$ cat config.mk
export PLATFORM = sky130hd
export DESIGN_NAME = mem_arbiter_flat
export DESIGN_NICKNAME = d
export VERILOG_FILES = /design/src/rtl/mem_arb_pkg.sv /design/src/rtl/mem_arbiter_if.sv /design/src/rtl/mem_arbiter.sv /design/src/flat_wrapper.sv
export SDC_FILE = /design/constraint.sdc
export NUM_CORES = 1
export LEC_CHECK = 0
export ABC_AREA = 1
export BUFFER_PORTS_ARGS = -buffer_cell sky130_fd_sc_hd__buf_2
export CAP_MARGIN = 10
export CORE_ASPECT_RATIO = 1.2
export CORE_MARGIN = 10
export CORE_UTILIZATION = 49
export CTS_CLUSTER_SIZE = 24
export DETAILED_ROUTE_END_ITERATION = 7
export GPL_TIMING_DRIVEN = 0
export PLACE_DENSITY = 0.85
export SLEW_MARGIN = 20
export SYNTH_ARGS = -nofsm -noshare
export SYNTH_HDL_FRONTEND = slang
export SYNTH_SLANG_ARGS = --single-unit
$ cat constraint.sdc
create_clock -name clk -period 3.4 [get_ports clk]
set_input_delay 0.17 -clock clk [delete_from_list [all_inputs] [get_ports clk]]
set_output_delay 0.17 -clock clk [all_outputs]
set_load 0.02 [all_outputs]
$ cat src/rtl/mem_arb_pkg.sv
// Shared types for the instruction/data memory arbiter: FSM state encoding,
// requester ids and the grant-selection rule.
package mem_arb_pkg;

  typedef enum logic [1:0] {
    IDLE   = 2'd0,
    BUSY_I = 2'd1,
    BUSY_D = 2'd2
  } state_t;

  typedef logic req_id_t;

  localparam req_id_t REQ_I = 1'b0;
  localparam req_id_t REQ_D = 1'b1;

  // Data wins by default; fetch wins a collision once the data burst limit
  // has been reached. Only meaningful when at least one requester is eligible.
  function automatic req_id_t pick_grant(input logic if_ok,
                                         input logic d_ok,
                                         input logic burst_full);
    if (d_ok && !(if_ok && burst_full)) begin
      pick_grant = REQ_D;
    end else begin
      pick_grant = REQ_I;
    end
  endfunction

endpackage

$ cat src/rtl/mem_arbiter_if.sv
// Core-side and memory-side signals of the memory arbiter.
//
// Handshake semantics (request/done and request/ready):
//   - A core requester raises if_req / d_req and holds it, together with its
//     address / write flag / data / byte enables, stable until the matching
//     done pulses for exactly one cycle. In the done cycle the requester may
//     drop the request or present a new one; a request presented in its own
//     done cycle is not considered until the following cycle.
//   - The arbiter holds mem_req high with mem_we/mem_addr/mem_wdata/mem_be
//     stable; the access completes on the first rising edge where both
//     mem_req and mem_ready are high, with mem_rdata valid in that cycle.
//     mem_ready while mem_req is low has no effect.
interface mem_arbiter_if;
  // fetch side
  logic        if_req;
  logic [31:0] if_addr;
  logic        if_done;
  logic [31:0] if_rdata;
  // load/store side
  logic        d_req;
  logic        d_we;
  logic [31:0] d_addr;
  logic [31:0] d_wdata;
  logic [3:0]  d_be;
  logic        d_done;
  logic [31:0] d_rdata;
  // memory side
  logic        mem_req;
  logic        mem_we;
  logic [31:0] mem_addr;
  logic [31:0] mem_wdata;
  logic [3:0]  mem_be;
  logic        mem_ready;
  logic [31:0] mem_rdata;
  // pipeline control
  logic        core_stall;

  // arbiter view
  modport slave (
    input  if_req, if_addr, d_req, d_we, d_addr, d_wdata, d_be,
           mem_ready, mem_rdata,
    output if_done, if_rdata, d_done, d_rdata,
           mem_req, mem_we, mem_addr, mem_wdata, mem_be, core_stall
  );

  // core + memory view
  modport master (
    output if_req, if_addr, d_req, d_we, d_addr, d_wdata, d_be,
           mem_ready, mem_rdata,
    input  if_done, if_rdata, d_done, d_rdata,
           mem_req, mem_we, mem_addr, mem_wdata, mem_be, core_stall
  );
endinterface

$ cat src/rtl/mem_arbiter.sv
// Shares one single-port memory between instruction fetch and load/store.
// One access in flight at a time; done pulses one cycle after the memory
// accepts; a burst counter bounds how long a waiting fetch can be passed over.
module mem_arbiter
  import mem_arb_pkg::*;
#(
  parameter int DATA_BURST = 4
) (
  input  logic          clk,
  input  logic          reset,
  mem_arbiter_if.slave  bus,
  output state_t        o_dbg_state,
  output logic [3:0]    o_dbg_burst_cnt
);

  localparam logic [3:0] BURST_MAX = 4'(DATA_BURST);

  state_t      r_state;
  state_t      w_state_nxt;

  logic        r_mem_we;
  logic [31:0] r_mem_addr;
  logic [31:0] r_mem_wdata;
  logic [3:0]  r_mem_be;

  logic        r_if_done;
  logic        r_d_done;
  logic [31:0] r_if_rdata;
  logic [31:0] r_d_rdata;

  logic [3:0]  r_burst_cnt;

  logic        w_if_ok;
  logic        w_d_ok;
  logic        w_burst_full;
  req_id_t     w_pick;
  logic        w_grant_i;
  logic        w_grant_d;
  logic        w_fire_i;
  logic        w_fire_d;

  // A requester whose done is showing this cycle is not eligible yet, so a
  // stale request cannot be granted a second time.
  assign w_if_ok      = bus.if_req & ~r_if_done;
  assign w_d_ok       = bus.d_req  & ~r_d_done;
  assign w_burst_full = (r_burst_cnt == BURST_MAX);
  assign w_pick       = pick_grant(w_if_ok, w_d_ok, w_burst_full);

  // Access completion: memory ready while the request is being presented.
  assign w_fire_i = (r_state == BUSY_I) & bus.mem_ready;
  assign w_fire_d = (r_state == BUSY_D) & bus.mem_ready;

  // State register.
  always_ff @(posedge clk) begin
    if (reset) begin
      r_state <= IDLE;
    end else begin
      r_state <= w_state_nxt;
    end
  end

  // Next-state and grant decode.
  always_comb begin
    w_state_nxt = r_state;
    w_grant_i   = 1'b0;
    w_grant_d   = 1'b0;
    case (r_state)
      IDLE: begin
        if (w_if_ok || w_d_ok) begin
          if (w_pick == REQ_D) begin
            w_grant_d   = 1'b1;
            w_state_nxt = BUSY_D;
          end else begin
            w_grant_i   = 1'b1;
            w_state_nxt = BUSY_I;
          end
        end
      end
      BUSY_I: begin
        if (bus.mem_ready) begin
          w_state_nxt = IDLE;
        end
      end
      BUSY_D: begin
        if (bus.mem_ready) begin
          w_state_nxt = IDLE;
        end
      end
      default: begin
        w_state_nxt = IDLE;
      end
    endcase
  end

  // Latch the granted access into the memory-side registers; they hold
  // their value until the next grant.
  always_ff @(posedge clk) begin
    if (reset) begin
      r_mem_we    <= 1'b0;
      r_mem_addr  <= 32'd0;
      r_mem_wdata <= 32'd0;
      r_mem_be    <= 4'b0000;
    end else if (w_grant_d) begin
      r_mem_we    <= bus.d_we;
      r_mem_addr  <= bus.d_addr;
      r_mem_wdata <= bus.d_wdata;
      r_mem_be    <= bus.d_we ? bus.d_be : 4'b0000;
    end else if (w_grant_i) begin
      r_mem_we    <= 1'b0;
      r_mem_addr  <= bus.if_addr;
      r_mem_wdata <= 32'd0;
      r_mem_be    <= 4'b0000;
    end
  end

  // Completion: one-cycle done pulses and registered read data.
  // Stores leave d_rdata untouched.
  always_ff @(posedge clk) begin
    if (reset) begin
      r_if_done  <= 1'b0;
      r_d_done   <= 1'b0;
      r_if_rdata <= 32'd0;
      r_d_rdata  <= 32'd0;
    end else begin
      r_if_done <= w_fire_i;
      r_d_done  <= w_fire_d;
      if (w_fire_i) begin
        r_if_rdata <= bus.mem_rdata;
      end
      if (w_fire_d && !r_mem_we) begin
        r_d_rdata <= bus.mem_rdata;
      end
    end
  end

  // Burst counter: counts data grants taken while a fetch is asking,
  // saturating at the limit; any fetch grant starts a fresh burst.
  always_ff @(posedge clk) begin
    if (reset) begin
      r_burst_cnt <= 4'd0;
    end else if (w_grant_i) begin
      r_burst_cnt <= 4'd0;
    end else if (w_grant_d && bus.if_req && !w_burst_full) begin
      r_burst_cnt <= r_burst_cnt + 4'd1;
    end
  end

  assign bus.mem_req    = (r_state != IDLE);
  assign bus.mem_we     = r_mem_we;
  assign bus.mem_addr   = r_mem_addr;
  assign bus.mem_wdata  = r_mem_wdata;
  assign bus.mem_be     = r_mem_be;
  assign bus.if_done    = r_if_done;
  assign bus.if_rdata   = r_if_rdata;
  assign bus.d_done     = r_d_done;
  assign bus.d_rdata    = r_d_rdata;
  assign bus.core_stall = (bus.if_req & ~r_if_done) | (bus.d_req & ~r_d_done);

  assign o_dbg_state     = r_state;
  assign o_dbg_burst_cnt = r_burst_cnt;

endmodule

$ cat src/flat_wrapper.sv
// flat-port wrapper written by rule: the top's interface ports become plain ports
module mem_arbiter_flat import mem_arb_pkg::*;
#(
  parameter int DATA_BURST = 4
)
  (clk, reset, o_dbg_state, o_dbg_burst_cnt, bus_if_req, bus_if_addr, bus_d_req, bus_d_we, bus_d_addr, bus_d_wdata, bus_d_be, bus_mem_ready, bus_mem_rdata, bus_if_done, bus_if_rdata, bus_d_done, bus_d_rdata, bus_mem_req, bus_mem_we, bus_mem_addr, bus_mem_wdata, bus_mem_be, bus_core_stall);
  mem_arbiter_if bus_i ();
  input  logic clk;
  input  logic reset;
  output state_t o_dbg_state;
  output logic [3:0] o_dbg_burst_cnt;
  input wire logic [$bits(bus_i.if_req)-1:0] bus_if_req;
  input wire logic [$bits(bus_i.if_addr)-1:0] bus_if_addr;
  input wire logic [$bits(bus_i.d_req)-1:0] bus_d_req;
  input wire logic [$bits(bus_i.d_we)-1:0] bus_d_we;
  input wire logic [$bits(bus_i.d_addr)-1:0] bus_d_addr;
  input wire logic [$bits(bus_i.d_wdata)-1:0] bus_d_wdata;
  input wire logic [$bits(bus_i.d_be)-1:0] bus_d_be;
  input wire logic [$bits(bus_i.mem_ready)-1:0] bus_mem_ready;
  input wire logic [$bits(bus_i.mem_rdata)-1:0] bus_mem_rdata;
  output wire logic [$bits(bus_i.if_done)-1:0] bus_if_done;
  output wire logic [$bits(bus_i.if_rdata)-1:0] bus_if_rdata;
  output wire logic [$bits(bus_i.d_done)-1:0] bus_d_done;
  output wire logic [$bits(bus_i.d_rdata)-1:0] bus_d_rdata;
  output wire logic [$bits(bus_i.mem_req)-1:0] bus_mem_req;
  output wire logic [$bits(bus_i.mem_we)-1:0] bus_mem_we;
  output wire logic [$bits(bus_i.mem_addr)-1:0] bus_mem_addr;
  output wire logic [$bits(bus_i.mem_wdata)-1:0] bus_mem_wdata;
  output wire logic [$bits(bus_i.mem_be)-1:0] bus_mem_be;
  output wire logic [$bits(bus_i.core_stall)-1:0] bus_core_stall;
  assign bus_i.if_req = bus_if_req;
  assign bus_i.if_addr = bus_if_addr;
  assign bus_i.d_req = bus_d_req;
  assign bus_i.d_we = bus_d_we;
  assign bus_i.d_addr = bus_d_addr;
  assign bus_i.d_wdata = bus_d_wdata;
  assign bus_i.d_be = bus_d_be;
  assign bus_i.mem_ready = bus_mem_ready;
  assign bus_i.mem_rdata = bus_mem_rdata;
  assign bus_if_done = bus_i.if_done;
  assign bus_if_rdata = bus_i.if_rdata;
  assign bus_d_done = bus_i.d_done;
  assign bus_d_rdata = bus_i.d_rdata;
  assign bus_mem_req = bus_i.mem_req;
  assign bus_mem_we = bus_i.mem_we;
  assign bus_mem_addr = bus_i.mem_addr;
  assign bus_mem_wdata = bus_i.mem_wdata;
  assign bus_mem_be = bus_i.mem_be;
  assign bus_core_stall = bus_i.core_stall;
  mem_arbiter #(.DATA_BURST(DATA_BURST)) u_core (.clk(clk), .reset(reset), .bus(bus_i), .o_dbg_state(o_dbg_state), .o_dbg_burst_cnt(o_dbg_burst_cnt));
endmodule
==> impl_metrics.toml, run 1 <==
[status]
status = "finished, final reports clean"

[sta]
slew_violations = 0
fin_crit_sh_pct = 53.5
setup_viol = 0
fin_setup_tns_ns = 0
tightest_slew_ns = 0.625
fmax_mhz = 549
hold_viol_final = 0
final.min_clock_period_ns = 1.82
max_slew_margin_pct = 58.3
rsz0062_at_grt = "false"
skew_ns = 0.00921

[pwr]
p_seq_share_pct = 38.7
comb_power_share_pct = 22.5
p_clk_share_pct = 38.8
intPower_mw = 3.30
power.leakage_nw = 4.29
p_sw_share_pct = 32.2
power_density_nw_per_um2 = 600
switching_power_mw = 1.56
ir_drop_mv = 0.342

[layout]
post_route_cells_drive_above_1_share_pct = 32.2
multi_input_area_um2 = 2410
nFillCells = 954
stdcell_area_um2 = 8110
fin_nets = 1251
register_area_um2 = 2820
area_growth_pct = 42.4

[placement]
io_buffers = 279
dpl.hpwl_mm = 15.4
place_congestion = 0.852
placedInstanceArea_um2 = 7290

[routing]
avgRoutedWirePerCell_um = 15.2
avgViaCountPerCell = 4.74
drcViolationCount = 0
vias = 6057
drt-initial-drc-count = 364
totalWireLength_mm = 19.5
dr.pass1.iters = 5
antenna_left = 0

[synth]
syn_avg_cell_area_um2 = 7.23
synthSimpleGateAreaFrac_pct = 27.6
synth_mux_area_share_pct = 0
synth_edf_count = 0
syn_nets = 931
yosys_most_used_dff = "dfxtp_1"
yosysWarnings = 0
synthesis.instances = 788
netlist.area_leader.share_pct = 49.6
synth_top_family_by_area = "simple AND/OR/NAND/NOR gates"
synth_xor_area_share_pct = 0.154
netlist_top_cells_count = "245 x nand2_1, 142 x nor2_1, 141 x dfxtp_1"
synthTopCellsByArea = "dfxtp_1 50%, nand2_1 16%, nor2_1 9.4%"
async_flop_share_pct = 0
synth_area_leader_cell = "dfxtp_1"
yosysMostFrequentCell = "nand2_1"
synth-compound-area-share_pct = 13.5
synthAdderAreaFrac_pct = 1.10
synthDistinctLibCells = 23
netlist_area_um2 = 5700
ys_seq_area_share_pct = 49.6
ys_seq_elements = 141

[floorplanning]
floorplan.initialDensity_pct = 49.7
die_y_um = 138
coreArea_um2 = 11500
die_x_um = 118
io_pins = 281
dieArea_um2 = 16400
fp-row-count = 43

[grt]
grt_pass1_wl_mm = 30.9
grt_max_degree = 17
grt_pass1_vias = 5996
antenna_found_initial = 2
overflow = 0
grt_usage_pct = 23.0

[clock_tree]
cts_tree = "done"
postCtsResizedCells = 0
path_clk_slew_ns = 0.06
cts_hold_buf = 22
root_buffer = "clkbuf_16"
cts_buffer_depth = 2
post_cts_buffers = 0
clock-sinks = 141
clk_latency_ns = 0.41
htree_levels = 4
numCtsBuffers = 17

[critical_path]
cp_max_fo = 10
start_kind = "register"
worst_ep_arrival_time_ns = 2.12
crit_type = "register to register"
reg2regPathDepth = 8
end_kind = "register"
cp_data_required_time_ns = 3.70

[worst_hold_path]
min_path_type = "input port to register"
hold_path_depth = 3

[flow_run]
maxCapViolCount = 0
==> kinds of logic (layout without fill, tap and decap cells) <==
kind of cell / count (synthesis) / count (layout)
AO/OA/AOI/OAI: 139 / 139
XOR/XNOR: 1 / 1
adder cells (fa/ha/maj): 5 / 5
buffers and inverters: 99 / 432
flip-flops: 141 / 141
other: 0 / 1
AND/OR/NAND/NOR: 403 / 403
==> stage by stage <==
stage	setup WS [ns]	hold WS, ns	std cells	total power, mW	util (%)
after floorplan	1.77	0.305	788	2.59	-
after global placement	1.58	0.407	1224	2.96	63.6
after detailed placement	1.55	0.414	1224	2.99	63.6
after CTS	1.56	0.000252	1278	4.88	70.8
after global routing	1.33	0.00125	1278	5.08	70.8
final	1.58	0.0110	1279	4.86	70.8
==> final cells by class <==
cell class                      instances  share of cell area, %
Antenna cell                            1                 0.0308
Clock inverter                         15                   2.17
Buffer                                 48                   3.30
Inverter                               51                   2.39
Timing Repair Buffer                  301                   19.9
Multi-Input combinational cell        548                   29.7
Sequential cell                       141                   34.8
Tap cell                              157                   2.42
Clock buffer                           17                   5.24
==> power by group through the flow <==
| stage | logic [mW] | registers, mW | clock network, mW |
|---|---|---|---|
| finish | 1.09 | 1.88 | 1.89 |
| global route | 1.20 | 1.90 | 1.98 |
| CTS | 1.10 | 1.88 | 1.90 |
| detailed placement | 1.08 | 1.91 | 0 |
| global placement | 1.06 | 1.91 | 0 |
| floorplan | 0.496 | 2.09 | 0 |
==> metal layers <==
| layer | track usage [%] | vias up | share of wire [%] |
|---|---|---|---|
| met1 | 23.5 | 2673 | 37 |
| met5 | 0 | - | 0.10 |
| met2 | 40.3 | 254 | 50 |
| met4 | 7.60 | 2 | 2.5 |
| met3 | 10.9 | 38 | 10 |
| li1 | - | 3090 | - |
==> path summary, 6_finish.rpt <==
path	slack (ns)	startpoint	end
max	1.58	u_core.o_dbg_state[0]	u_core.bus.d_rdata[22]
min	0.01	bus_d_wdata[24]	u_core.bus.mem_wdata[24]
max reg2reg	1.58	u_core.o_dbg_state[0]	u_core.bus.d_rdata[22]
min reg2reg	0.46	u_core.bus.mem_wdata[27]	u_core.bus.mem_wdata[27]
==> cells in the final DEF (no fill, tap or decap) <==
cell type	instances
diode_2	1
inv_4	1
nor2_4	1
nand2_1	245
nand2_2	5
o21ai_0	54
nand4_1	3
buf_1	1
clkbuf_1	27
clkinvlp_4	1
nand3_1	3
inv_6	6
dlygate4sd3_1	22
clkbuf_16	17
o21ai_1	11
xor2_1	1
clkinv_2	1
a21oi_1	55
bufinv_16	2
buf_2	282
dfxtp_1	141
buf_4	10
buf_6	6
clkbuf_2	1
a21oi_2	19
nor2_1	142
inv_8	3
nand2_4	3
ha_1	5
inv_1	50
clkinv_4	2
nand3_2	1
==> registers in the layout, summed over array words and instances (netlist names) <==
signal / count
u_core.bus.d_rdata: 32
u_core.bus.if_rdata: 32
u_core.bus.mem_addr: 32
u_core.bus.mem_wdata: 32
u_core.bus.mem_be: 4
u_core.o_dbg_burst_cnt: 4
u_core.o_dbg_state: 2
u_core.bus.d_done: 1
u_core.bus.if_done: 1
u_core.bus.mem_we: 1
==> critical path: stages (launching register included) <==
cell and delay, ns:
dfxtp_1 0.34, inv_1 0.09, ha_1 0.15, nand2_1 0.06
nor2_1 0.41, inv_1 0.19, clkbuf_1 0.27, nor2_1 0.15
nor2_1 0.06
No activity file was read; power rests on OpenSTA's default activity.
==> inputs of run 2 (changes only) <==
CORE_UTILIZATION = 46   (was 49)
PLACE_DENSITY = 0.8   (was 0.85)
clock period = 1.85 ns   (was 3.4 ns; I/O delays follow)
==> impl_metrics.toml, run 2 (synthesis gave the netlist of run 1 again) <==
[pwr]
p_total_mw = 8.91
power.leakage_nw = 4.50
power_density_nw_per_um2 = 1030
ir_drop_mv = 0.524

[layout]
layout_commonest_cell = "buf_2"
area_growth_pct = 52.3
fin_nets = 1307
post_route_cells_drive_above_1_share_pct = 30.8
multi_input_area_um2 = 2430
diodes = 0
nFillCells = 960
instances_no_fill = 1338
stdcell_area_um2 = 8670
utilization_pct = 71.6
register_area_um2 = 2820
layout_common_cells = "283 x buf_2, 245 x nand2_1, 140 x nor2_1, 140 x dfxtp_1, 78 x dlygate4sd3_1"

[routing]
antenna_left = 0
avgRoutedWirePerCell_um = 15.5
drt-initial-drc-count = 443
vias = 6447
dr.pass1.iters = 5
avgViaCountPerCell = 4.82
totalWireLength_mm = 20.8
drcViolationCount = 0

[grt]
grt_pass1_vias = 6543
grt_max_degree = 17
grt_pass1_wl_mm = 32.8
overflow = 0
antenna_found_initial = 0
grt_usage_pct = 23.4

[clock_tree]
cts_buffer_depth = 2
clock-sinks = 141
numCtsBuffers = 17
cts_tree = "done"
path_clk_slew_ns = 0.06
root_buffer = "clkbuf_16"
htree_levels = 4
post_cts_buffers = 0
clk_latency_ns = 0.41

[critical_path]
crit_top_cell = "nand2_1"
reg2regPathDepth = 11
worst_ep_arrival_time_ns = 2.04
start_kind = "register"
crit_family = "buffers and inverters"
path_cells = "inv_1 -> ha_1 -> buf_2 -> nand2_4 -> inv_4 -> buf_6 -> buf_6 -> nand2_1 -> nand2_1 -> nand2_1 -> a21oi_1"
crit_type = "register to register"
cp_data_required_time_ns = 2.18
slowest_delay_ns = 0.34
crit_cells = 11
end_kind = "register"
critPathBufInv = 5
slowest_stage = "dfxtp_2"
cp_max_fo = 10

[floorplanning]
dieArea_um2 = 17300
die_y_um = 142
floorplan.initialDensity_pct = 47.0
coreArea_um2 = 12100
io_pins = 281
die_x_um = 122
fp-row-count = 44

[sta]
fin_setup_tns_ns = 0
hold_viol_final = 0
max_slew_margin_pct = 56.0
setup_ws_ns = 0.145
hold_slack_ns = 0.0169
skew_ns = 0.0115
slew_violations = 0
fin_crit_sh_pct = 92.2
tightest_slew_ns = 0.660
fmax_mhz = 586
setup_viol = 0
final.min_clock_period_ns = 1.71

[status]
status = "finished, final reports clean"

[flow_run]
maxCapViolCount = 0

[placement]
dpl.hpwl_mm = 14.7
place_ws_ns = -0.0115
io_buffers = 279
place_congestion = 0.819
placedInstanceArea_um2 = 7290
place_inst = 1228

[worst_hold_path]
min_path_type = "input port to register"
hold_path_depth = 5
-- run 2: cell types whose count changed in the layout (fill, tap and decap cells not counted), sizes merged --
cell and delta:
buf +1, clkbuf +2, clkinv -1, clkinvlp +3, diode -1, dlygate4sd3 +56
inv -5
-- run 2: report_power, final --
| part | switching [mW] | internal [mW] | total, mW | leakage [nW] |
|---|---|---|---|---|
| clock | 1.33 | 2.00 | 3.33 | 0.268 |
| combinational | 1.33 | 0.794 | 2.12 | 3.08 |
| sequential | 0.144 | 3.31 | 3.46 | 1.15 |
| total | 2.81 | 6.10 | 8.91 | 4.50 |
-- run 2: path summary, 6_finish.rpt --
kind / to / slack (ns) / start
worst min-delay path: u_core.bus.mem_addr[17] / 0.02 / bus_d_addr[17]
worst min register to register: u_core.bus.mem_wdata[26] / 0.46 / u_core.bus.mem_wdata[26]
worst max register to register: u_core.bus.mem_addr[29] / 0.14 / u_core.o_dbg_state[0]
worst max-delay path: u_core.bus.mem_addr[29] / 0.14 / u_core.o_dbg_state[0]
-- run 2: routing by layer --
metal  vias to the layer above  track usage [%]  share of wire (%)
li1                       3199                -                  -
met1                      2897             23.7                 37
met2                       297             41.7                 51
met3                        54             8.57                9.3
met4                         0             10.3                2.9
met5                         -                0                  0
-- run 2: worst reg2reg max path, cell delays in order (launching register included) --
cell and delay, ns:
dfxtp_2 0.34, inv_1 0.08, ha_1 0.15, buf_2 0.20
nand2_4 0.13, inv_4 0.10, buf_6 0.16, buf_6 0.16
nand2_1 0.06, nand2_1 0.06, nand2_1 0.06, a21oi_1 0.15
-- run 2: area by class of cell --
class                           instances  share of cell area (%)
Tap cell                              161                    2.32
Timing Repair Buffer                  357                    25.1
Multi-Input combinational cell        548                    28.1
Clock inverter                         12                    1.56
Sequential cell                       141                    32.6
Buffer                                 48                    3.12
Inverter                               51                    2.24
Clock buffer                           20                    5.04
-- run 2: timing repair --
item,in CTS,in global routing
pin swaps,0,1
hold buffers,78,0
gates resized for setup,1,10
endpoints found under the setup margin,1,61
hold endpoints to repair,110,0
==> inputs of run 3 (changes only) <==
CORE_UTILIZATION = 35   (was 46)
PLACE_DENSITY = unset   (was 0.8)
SETUP_SLACK_MARGIN = 0.2   (was unset)
==> impl_metrics.toml, run 3 (synthesis gave the netlist of run 1 again) <==
[layout]
layout_commonest_cell = "buf_2"
area_growth_pct = 58.9
stdcell_area_um2 = 9050
layout_common_cells = "282 x buf_2, 245 x nand2_1, 139 x nor2_1, 137 x dfxtp_1, 91 x dlygate4sd3_1"
post_route_cells_drive_above_1_share_pct = 31.9
nFillCells = 1570
fin_nets = 1323
utilization_pct = 56.3
instances_no_fill = 1405

[routing]
avgRoutedWirePerCell_um = 14.4
totalWireLength_mm = 20.3
avgViaCountPerCell = 4.38
antenna_left = 0
drt-initial-drc-count = 113
drcViolationCount = 0
dr.pass1.iters = 5
vias = 6155

[sta]
fin_crit_sh_pct = 83.9
rsz0062_at_grt = "false"
fmax_mhz = 644
slew_violations = 0
max_slew_margin_pct = 55.1
final.min_clock_period_ns = 1.55
setup_viol = 0
hold_viol_final = 0
setup_ws_ns = 0.297
skew_ns = 0.00732
tightest_slew_ns = 0.673

[floorplanning]
fp-row-count = 51
dieArea_um2 = 21800
floorplan.initialDensity_pct = 35.4
die_y_um = 160
die_x_um = 136
coreArea_um2 = 16100
io_pins = 281

[clock_tree]
numCtsBuffers = 17
path_clk_slew_ns = 0.06
clk_latency_ns = 0.42
root_buffer = "clkbuf_16"
clock-sinks = 141
cts_buffer_depth = 2
cts_tree = "done"
htree_levels = 4

[pwr]
ir_drop_mv = 0.637
p_total_mw = 9.41
power_density_nw_per_um2 = 1040
power.leakage_nw = 4.65

[grt]
grt_pass1_wl_mm = 31.6
grt_max_degree = 17
grt_pass1_vias = 6129
grt_usage_pct = 18.1
overflow = 0
antenna_found_initial = 1

[placement]
place_congestion = 0.789
dpl.hpwl_mm = 15.5
place_ws_ns = -0.0732
place_inst = 1279
io_buffers = 279
placedInstanceArea_um2 = 7360

[critical_path]
crit_family = "simple AND/OR/NAND/NOR gates"
end_kind = "register"
critPathBufInv = 2
cp_data_required_time_ns = 2.16
slowest_delay_ns = 0.36
start_kind = "register"
worst_ep_arrival_time_ns = 1.86
path_cells = "inv_1 -> ha_1 -> nand2_2 -> nor2_4 -> nand2_4 -> nand2_4 -> nand2_8 -> nand2_4 -> buf_4 -> a21oi_1"
crit_top_cell = "nand2_4"
cp_max_fo = 10
slowest_stage = "dfxtp_4"
crit_type = "register to register"

[worst_hold_path]
min_path_type = "input port to register"

[flow_run]
maxCapViolCount = 0

[status]
status = "finished, final reports clean"
## run 3: cell types whose count changed in the layout (fill, tap and decap cells not counted), sizes merged
cell	before	now
dlygate4sd3	78	91
buf	300	303
bufinv	2	5
clkinvlp	4	2
clkbuf	47	46
clkinv	2	1
diode	0	1
## run 3: worst register-to-register path, delay by kind of cell, from the launching register on
| kind | cells | cell delay (ns) |
|---|---|---|
| AND/OR/NAND/NOR | 6 | 0.60 |
| flip-flops | 1 | 0.36 |
| buffers and inverters | 2 | 0.26 |
| adder cells (fa/ha/maj) | 1 | 0.15 |
| AO/OA/AOI/OAI | 1 | 0.07 |
## run 3: metal layers
layer	share of wire, %	routed length, µm	up-vias	track usage (%)
met5	0	0	-	0
met4	2.3	463	0	6.55
met3	8.3	1690	30	7.16
met2	50	10100	199	31.6
met1	40	8060	2687	19.0
li1	-	-	3239	-
## run 3: final timing paths
kind / slack, ns / cells after the start / to / startpoint
setup / recovery: 0.30 / 10 / u_core.bus.mem_wdata[4] / u_core.o_dbg_burst_cnt[0]
hold / removal: 0.001 / 2 / u_core.bus.mem_addr[17] / reset
setup reg to reg: 0.30 / 10 / u_core.bus.mem_wdata[4] / u_core.o_dbg_burst_cnt[0]
hold reg to reg: 0.46 / 2 / u_core.bus.mem_wdata[18] / u_core.bus.mem_wdata[18]
## run 3: per-stage QoR
stage | hold slack, ns | setup TNS [ns]
finish | 0.00137 | 0
global placement | 0.328 | -0.115
detailed placement | 0.337 | -0.173
floorplan | 0.227 | 0
global route | 0.0175 | 0
CTS | 0.000547 | 0
## run 3: where the power goes
part	switching, mW	leakage (nW)	total, mW	internal [mW]
registers	0.135	1.16	3.45	3.31
logic	1.34	3.19	2.20	0.861
clock network	1.35	0.305	3.75	2.40
## run 3: repair_timing
action | 4_1_cts | 5_1_grt
hold endpoints to repair | 118 | 0
pin swaps | 1 | 2
setup endpoints to repair | 100 | 103
hold buffers | 91 | 0
buffers inserted | 1 | 2
gates resized for setup | 12 | 32
## run 3: area by class of cell
| cell class | instances | area [µm²] | area share (%) |
|---|---|---|---|
| clock buffers | 19 | 433 | 4.78 |
| inverters | 51 | 194 | 2.14 |
| flip-flops and latches | 141 | 2830 | 31.3 |
| well taps | 212 | 265 | 2.93 |
| diodes | 1 | 2.50 | 0.0277 |
| plain buffers | 48 | 312 | 3.44 |
| repair buffers | 373 | 2330 | 25.7 |
| multi-input cells | 548 | 2470 | 27.3 |
| clock inverters | 12 | 209 | 2.31 |
